**config.mk**
```make
export PLATFORM = sky130hd
export DESIGN_NAME = pulp_boot_ctrl
export DESIGN_NICKNAME = d
export VERILOG_FILES = /design/src/rtl/pulp_boot_ctrl.sv
export SDC_FILE = /design/constraint.sdc
export NUM_CORES = 1
export LEC_CHECK = 0
export ABC_AREA = 0
export ABC_CLOCK_PERIOD_IN_PS = 3800
export BUFFER_PORTS_ARGS = -buffer_cell sky130_fd_sc_hd__buf_2
export CAP_MARGIN = 20
export CORE_ASPECT_RATIO = 1.4
export CORE_MARGIN = 2
export CORE_UTILIZATION = 60
export CTS_CLUSTER_SIZE = 24
export DETAILED_ROUTE_END_ITERATION = 10
export PLACE_DENSITY = 0.95
export SYNTH_ARGS = -nofsm -noshare
export SYNTH_HDL_FRONTEND = slang
export SYNTH_SLANG_ARGS = --single-unit
```
**constraint.sdc**
```tcl
create_clock -name ps7_clk -period 3.8 [get_ports ps7_clk]
set_input_delay 0.19 -clock ps7_clk [delete_from_list [all_inputs] [get_ports ps7_clk]]
set_output_delay 0.19 -clock ps7_clk [all_outputs]
set_load 0.005 [all_outputs]
```
**src/rtl/pulp_boot_ctrl.sv**
```systemverilog
// PULPino bring-up sequencer for the FPGA emulator.
// Runs in the ps7_clk domain. It holds the SoC in reset, waits for the clock
// generator to lock, debounces the PS fetch request and drives fetch enable.
// It then watches end-of-computation, captures the return code and counts run
// cycles into the status word read by the PS.
module pulp_boot_ctrl #(
    parameter int RST_HOLD_CYCLES = 16,
    parameter int LOCK_TIMEOUT    = 1024,
    parameter int DEB_CYCLES      = 32
) (
    input  logic        ps7_clk,
    input  logic        ps7_rst_n,
    input  logic [31:0] ctrl_i,
    input  logic        clk_locked_i,
    input  logic        eoc_i,
    input  logic [1:0]  return_i,
    output logic        pulp_rst_no,
    output logic        fetch_en_o,
    output logic [31:0] status_o
);

    typedef enum logic [2:0] {
        IDLE      = 3'd0,
        RST_HOLD  = 3'd1,
        WAIT_LOCK = 3'd2,
        READY     = 3'd3,
        RUN       = 3'd4,
        DONE      = 3'd5,
        ERROR     = 3'd6
    } state_t;

    // Terminal count values for the shared phase counter
    localparam logic [31:0] HOLD_LAST = 32'(RST_HOLD_CYCLES - 1);
    localparam logic [31:0] LOCK_LAST = 32'(LOCK_TIMEOUT - 1);
    localparam logic [31:0] DEB_LAST  = 32'(DEB_CYCLES - 1);

    state_t      state;
    logic [31:0] cnt;        // phase counter: reset hold, lock wait, debounce
    logic [15:0] run_cnt;    // saturating run-cycle counter
    logic        eoc_done;
    logic [1:0]  ret_code;
    logic        lock_tmo;
    logic        lock_lost;
    logic        eoc_q1;
    logic        eoc_s;

    // Two-flop synchroniser for the asynchronous end-of-computation flag
    always_ff @(posedge ps7_clk or negedge ps7_rst_n) begin
        if (!ps7_rst_n) begin
            eoc_q1 <= 1'b0;
            eoc_s  <= 1'b0;
        end else begin
            eoc_q1 <= eoc_i;
            eoc_s  <= eoc_q1;
        end
    end

    // Boot sequencer FSM with registered outputs and captured status fields
    always_ff @(posedge ps7_clk or negedge ps7_rst_n) begin
        if (!ps7_rst_n) begin
            state       <= IDLE;
            cnt         <= '0;
            run_cnt     <= '0;
            eoc_done    <= 1'b0;
            ret_code    <= 2'b00;
            lock_tmo    <= 1'b0;
            lock_lost   <= 1'b0;
            pulp_rst_no <= 1'b0;
            fetch_en_o  <= 1'b0;
        end else begin
            // Status clear; any capture below in the same cycle overrides it
            if (ctrl_i[1]) begin
                eoc_done  <= 1'b0;
                ret_code  <= 2'b00;
                lock_tmo  <= 1'b0;
                lock_lost <= 1'b0;
                run_cnt   <= '0;
            end

            if (!ctrl_i[31]) begin
                // Abort from anywhere: back to reset, captured bits survive
                state       <= IDLE;
                cnt         <= '0;
                pulp_rst_no <= 1'b0;
                fetch_en_o  <= 1'b0;
            end else begin
                unique case (state)
                    IDLE: begin
                        pulp_rst_no <= 1'b0;
                        fetch_en_o  <= 1'b0;
                        cnt         <= '0;
                        state       <= RST_HOLD;
                    end
                    RST_HOLD: begin
                        if (cnt == HOLD_LAST) begin
                            cnt   <= '0;
                            state <= WAIT_LOCK;
                        end else begin
                            cnt <= cnt + 32'd1;
                        end
                    end
                    WAIT_LOCK: begin
                        if (clk_locked_i) begin
                            cnt         <= '0;
                            pulp_rst_no <= 1'b1;
                            state       <= READY;
                        end else if (cnt == LOCK_LAST) begin
                            cnt      <= '0;
                            lock_tmo <= 1'b1;
                            state    <= ERROR;
                        end else begin
                            cnt <= cnt + 32'd1;
                        end
                    end
                    READY: begin
                        // eoc_s deliberately ignored until the core is fetching
                        if (ctrl_i[0]) begin
                            if (cnt == DEB_LAST) begin
                                cnt        <= '0;
                                run_cnt    <= '0;
                                fetch_en_o <= 1'b1;
                                state      <= RUN;
                            end else begin
                                cnt <= cnt + 32'd1;
                            end
                        end else begin
                            cnt <= '0;
                        end
                    end
                    RUN: begin
                        // Lock loss outranks a simultaneous end-of-computation
                        if (!clk_locked_i) begin
                            lock_lost   <= 1'b1;
                            run_cnt     <= run_cnt;
                            fetch_en_o  <= 1'b0;
                            pulp_rst_no <= 1'b0;
                            state       <= ERROR;
                        end else if (eoc_s) begin
                            eoc_done   <= 1'b1;
                            ret_code   <= return_i;
                            run_cnt    <= run_cnt;
                            fetch_en_o <= 1'b0;
                            state      <= DONE;
                        end else if (!ctrl_i[1] && run_cnt != 16'hFFFF) begin
                            run_cnt <= run_cnt + 16'd1;
                        end
                    end
                    DONE: begin
                        pulp_rst_no <= 1'b1;
                        fetch_en_o  <= 1'b0;
                    end
                    ERROR: begin
                        pulp_rst_no <= 1'b0;
                        fetch_en_o  <= 1'b0;
                    end
                    default: begin
                        pulp_rst_no <= 1'b0;
                        fetch_en_o  <= 1'b0;
                        cnt         <= '0;
                        state       <= IDLE;
                    end
                endcase
            end
        end
    end

    // Status word is pure wiring of registered fields
    assign status_o = {run_cnt, 6'b0, lock_lost, lock_tmo, 1'b0, state,
                       1'b0, ret_code, eoc_done};

endmodule

```
==> reports/results.ini <==
[critical_path]
r2r-start=cnt[0]$_DFFE_PN0P_
worstSetupPathType=reg2reg
max_stage_delay_ps=530
worstSetupEndpointType=register
worst_r2r_endpoint=cnt[11]$_DFFE_PN0P_
reg2reg_depth=7
critPathLaunchType=register
ff2ff_setup_slack_ps=1100
critPathMaxFanout=23
cp_slowest_cell=nor2_4
critPathRequiredTime_ps=4010
arrival_ps=2900
path_cells=ha_1, nand4_1, nor2_1, and2_0, o221ai_4, nor2_4, o211ai_1

[layout]
drive_above_1_share=0.156
diodes=0
final_cell_area_um2=3910
nets=464
synthToLayoutAreaGrowth_pct=9.08
mostFrequentLayoutCells=dfrtp_1, nor2_1, nand2_1, buf_2, o21ai_0
final_common_cell=dfrtp_1
postLayoutCoreUtil=0.671

[job]
cap_violations=0

[sta]
tightest_slew_ps=850
setup_viol=0
final.min_clock_period_ps=2700
skew_ps=10.6
final_hold_viol_count=11
fmax_mhz=371
tns_ps=0
maxSlewViolCount=0
max_slew_margin=0.431
rsz0062_at_grt=no
timing.hold.ws_ps=-10.4
fin_crit_sh=0.710

[detailed_routing]
vias_per_cell=6.30
num_vias=3144
dr.pass1.iters=5
drcViolationCount=0
wl_mm=8.16
drt_iter0_markers=232
wl_per_cell_um=16.3
ant_nets=0

[synthesis]
syn_inst=399
syn_area_um2=3580
synth_area_leaders=dfrtp_1, o21ai_0, nor2_1
synth_flop_cell=dfrtp_1
syn_avg_cell_area_um2=8.97
ys_warn_count=0
yosysSeqAreaShare=0.419
synth_cell_types=66
synthArstFlopShare=1.00
synth_top_area_cell=dfrtp_1
synth_top_cell_area_share=0.419
ys_ff_latch=60
synth_edf_count=0

[clocking]
postCtsSetupBuffers=0
cts.sinks=60
path_clk_slew_ps=70
ctsResizeCount=0
clk_path_buf_depth=2
tritoncts=built
h-tree-depth=3
cts_made_buffers=9
clk_latency_ps=360
root_buffer=clkbuf_8

[floorplanning]
num_rows=33
core_um2=5820
pin_count=72
fp.dieH_um=95.4
start_util=0.615
die_w_um=69.3
die-area_um2=6610

[pwr]
combPwrFrac=0.061
p_seq_frac=0.479
leakage_nw=1.75
power_switching_uw=331
power.density_nw_per_um2=356
clkPwrFrac=0.460
peakVddDrop_mv=0.264
swShare=0.238
p_int_mw=1.06

[grt]
grt_max_degree=61
grt_overflow_total=0
track_usage=0.256
antenna_found_initial=0
grt_pass1_wl_mm=13.4
grt_pass1_vias=2989

[outcome]
violations=negative hold slack
status=complete, but fails checks

[place]
finalWeightedCongestion=0.919
hpwl_mm=5.57
port-buffer-count=34
dpl_cell_area_um2=3680

[hold_path]
min_path_type=in2async

cell type report:
cell class                 instances  area, um2
inverter                          17       63.8
timing repair buffer              36        188
tap                               70       87.6
fill                             446       1920
multi-input combinational        300       1850
sequential                        60       1500
clock inverter                     5       75.1
clock buffer                      11        141
stage by stage:
| stage | power [mW] | cells | setup WS [ps] | hold WS, ps |
|---|---|---|---|---|
| finish | 1.39 | 499 | 1100 | -10.4 |
| global route | 1.44 | 499 | 878 | 72.0 |
| CTS | 1.40 | 499 | 1130 | 14.9 |
| detailed placement | 0.762 | 482 | 1160 | 300 |
| global placement | 0.758 | 482 | 1240 | 301 |
| floorplan | 0.740 | 406 | 1870 | -106 |
synthesized netlist by cell type, types with 3 or more instances:
cell type,instances
a21oi_1,12
a22o_1,7
a31oi_1,12
a32o_1,3
a41oi_1,3
and3_1,14
buf_2,6
buf_4,12
buf_6,4
clkbuf_1,6
dfrtp_1,60
inv_1,17
nand2_1,35
nand2b_1,7
nand3_1,22
nand3b_1,6
nand4_1,10
nor2_1,42
nor2b_1,4
nor3_1,5
nor4_1,6
o21ai_0,33
xnor2_1,7
xor2_1,15
kinds of logic (layout without fill, tap and decap cells):
group | after synthesis | count (layout) | share of synthesized area
AOI/OAI and AO/OA | 97 | 97 | 0.188
xor gates and xnor gates | 22 | 22 | 0.0538
adders and majority gates | 2 | 2 | 0.00699
other | 1 | 8 | 0.00105
buffers and inverters | 46 | 69 | 0.0716
and+or+nand+nor | 171 | 171 | 0.259
DFF | 60 | 60 | 0.419
sequential cells by signal, summed over array words and instances, names as in the netlist:
name and cells:
eoc_done 1, lock_lost 1, pulp_rst_no 1, cnt 32, fetch_en_o 1, ret_code 2
run_cnt 16, eoc_q1 1, eoc_s 1, lock_tmo 1, state 3
layer usage:
layer  vias up  track usage  share of wire
met5         -            0              0
met4         0        0.158          0.030
met3        24       0.0433          0.051
met2       125        0.442           0.52
met1      1526        0.297           0.40
li1       1469            -              -
worst max-delay path: cells and delay by family, from the launching register on:
kind                     cells  cell delay, ps
flip-flops                   1             390
AO/OA/AOI/OAI                2             470
adder cells (fa/ha/maj)      1             280
AND/OR/NAND/NOR              4            1390
repair_timing:
action                                 in CTS  in global routing
setup endpoints to repair                   0                  0
hold buffers                                1                  0
endpoints found under the hold margin       1                  0
worst max-delay path by stage:
stage / startpoint / to / slack (ps) / cells after the start
2_1_floorplan: cnt[0]$_DFFE_PN0P_ / cnt[1]$_DFFE_PN0P_ / 1870 / 7
3_3_place_gp: cnt[0]$_DFFE_PN0P_ / cnt[11]$_DFFE_PN0P_ / 1240 / 7
3_5_place_dp: cnt[0]$_DFFE_PN0P_ / cnt[11]$_DFFE_PN0P_ / 1160 / 7
4_1_cts: cnt[0]$_DFFE_PN0P_ / cnt[11]$_DFFE_PN0P_ / 1130 / 7
5_1_grt: cnt[0]$_DFFE_PN0P_ / cnt[11]$_DFFE_PN0P_ / 880 / 7
6_report: cnt[0]$_DFFE_PN0P_ / cnt[11]$_DFFE_PN0P_ / 1100 / 7
power by group through the flow:
stage	registers (mW)	clock network (mW)	logic (mW)
floorplan	0.672	0	0.0680
global placement	0.677	0	0.0807
detailed placement	0.678	0	0.0840
CTS	0.666	0.647	0.0859
global route	0.669	0.672	0.0965
finish	0.667	0.640	0.0855
(Power assumes the default switching activity.)
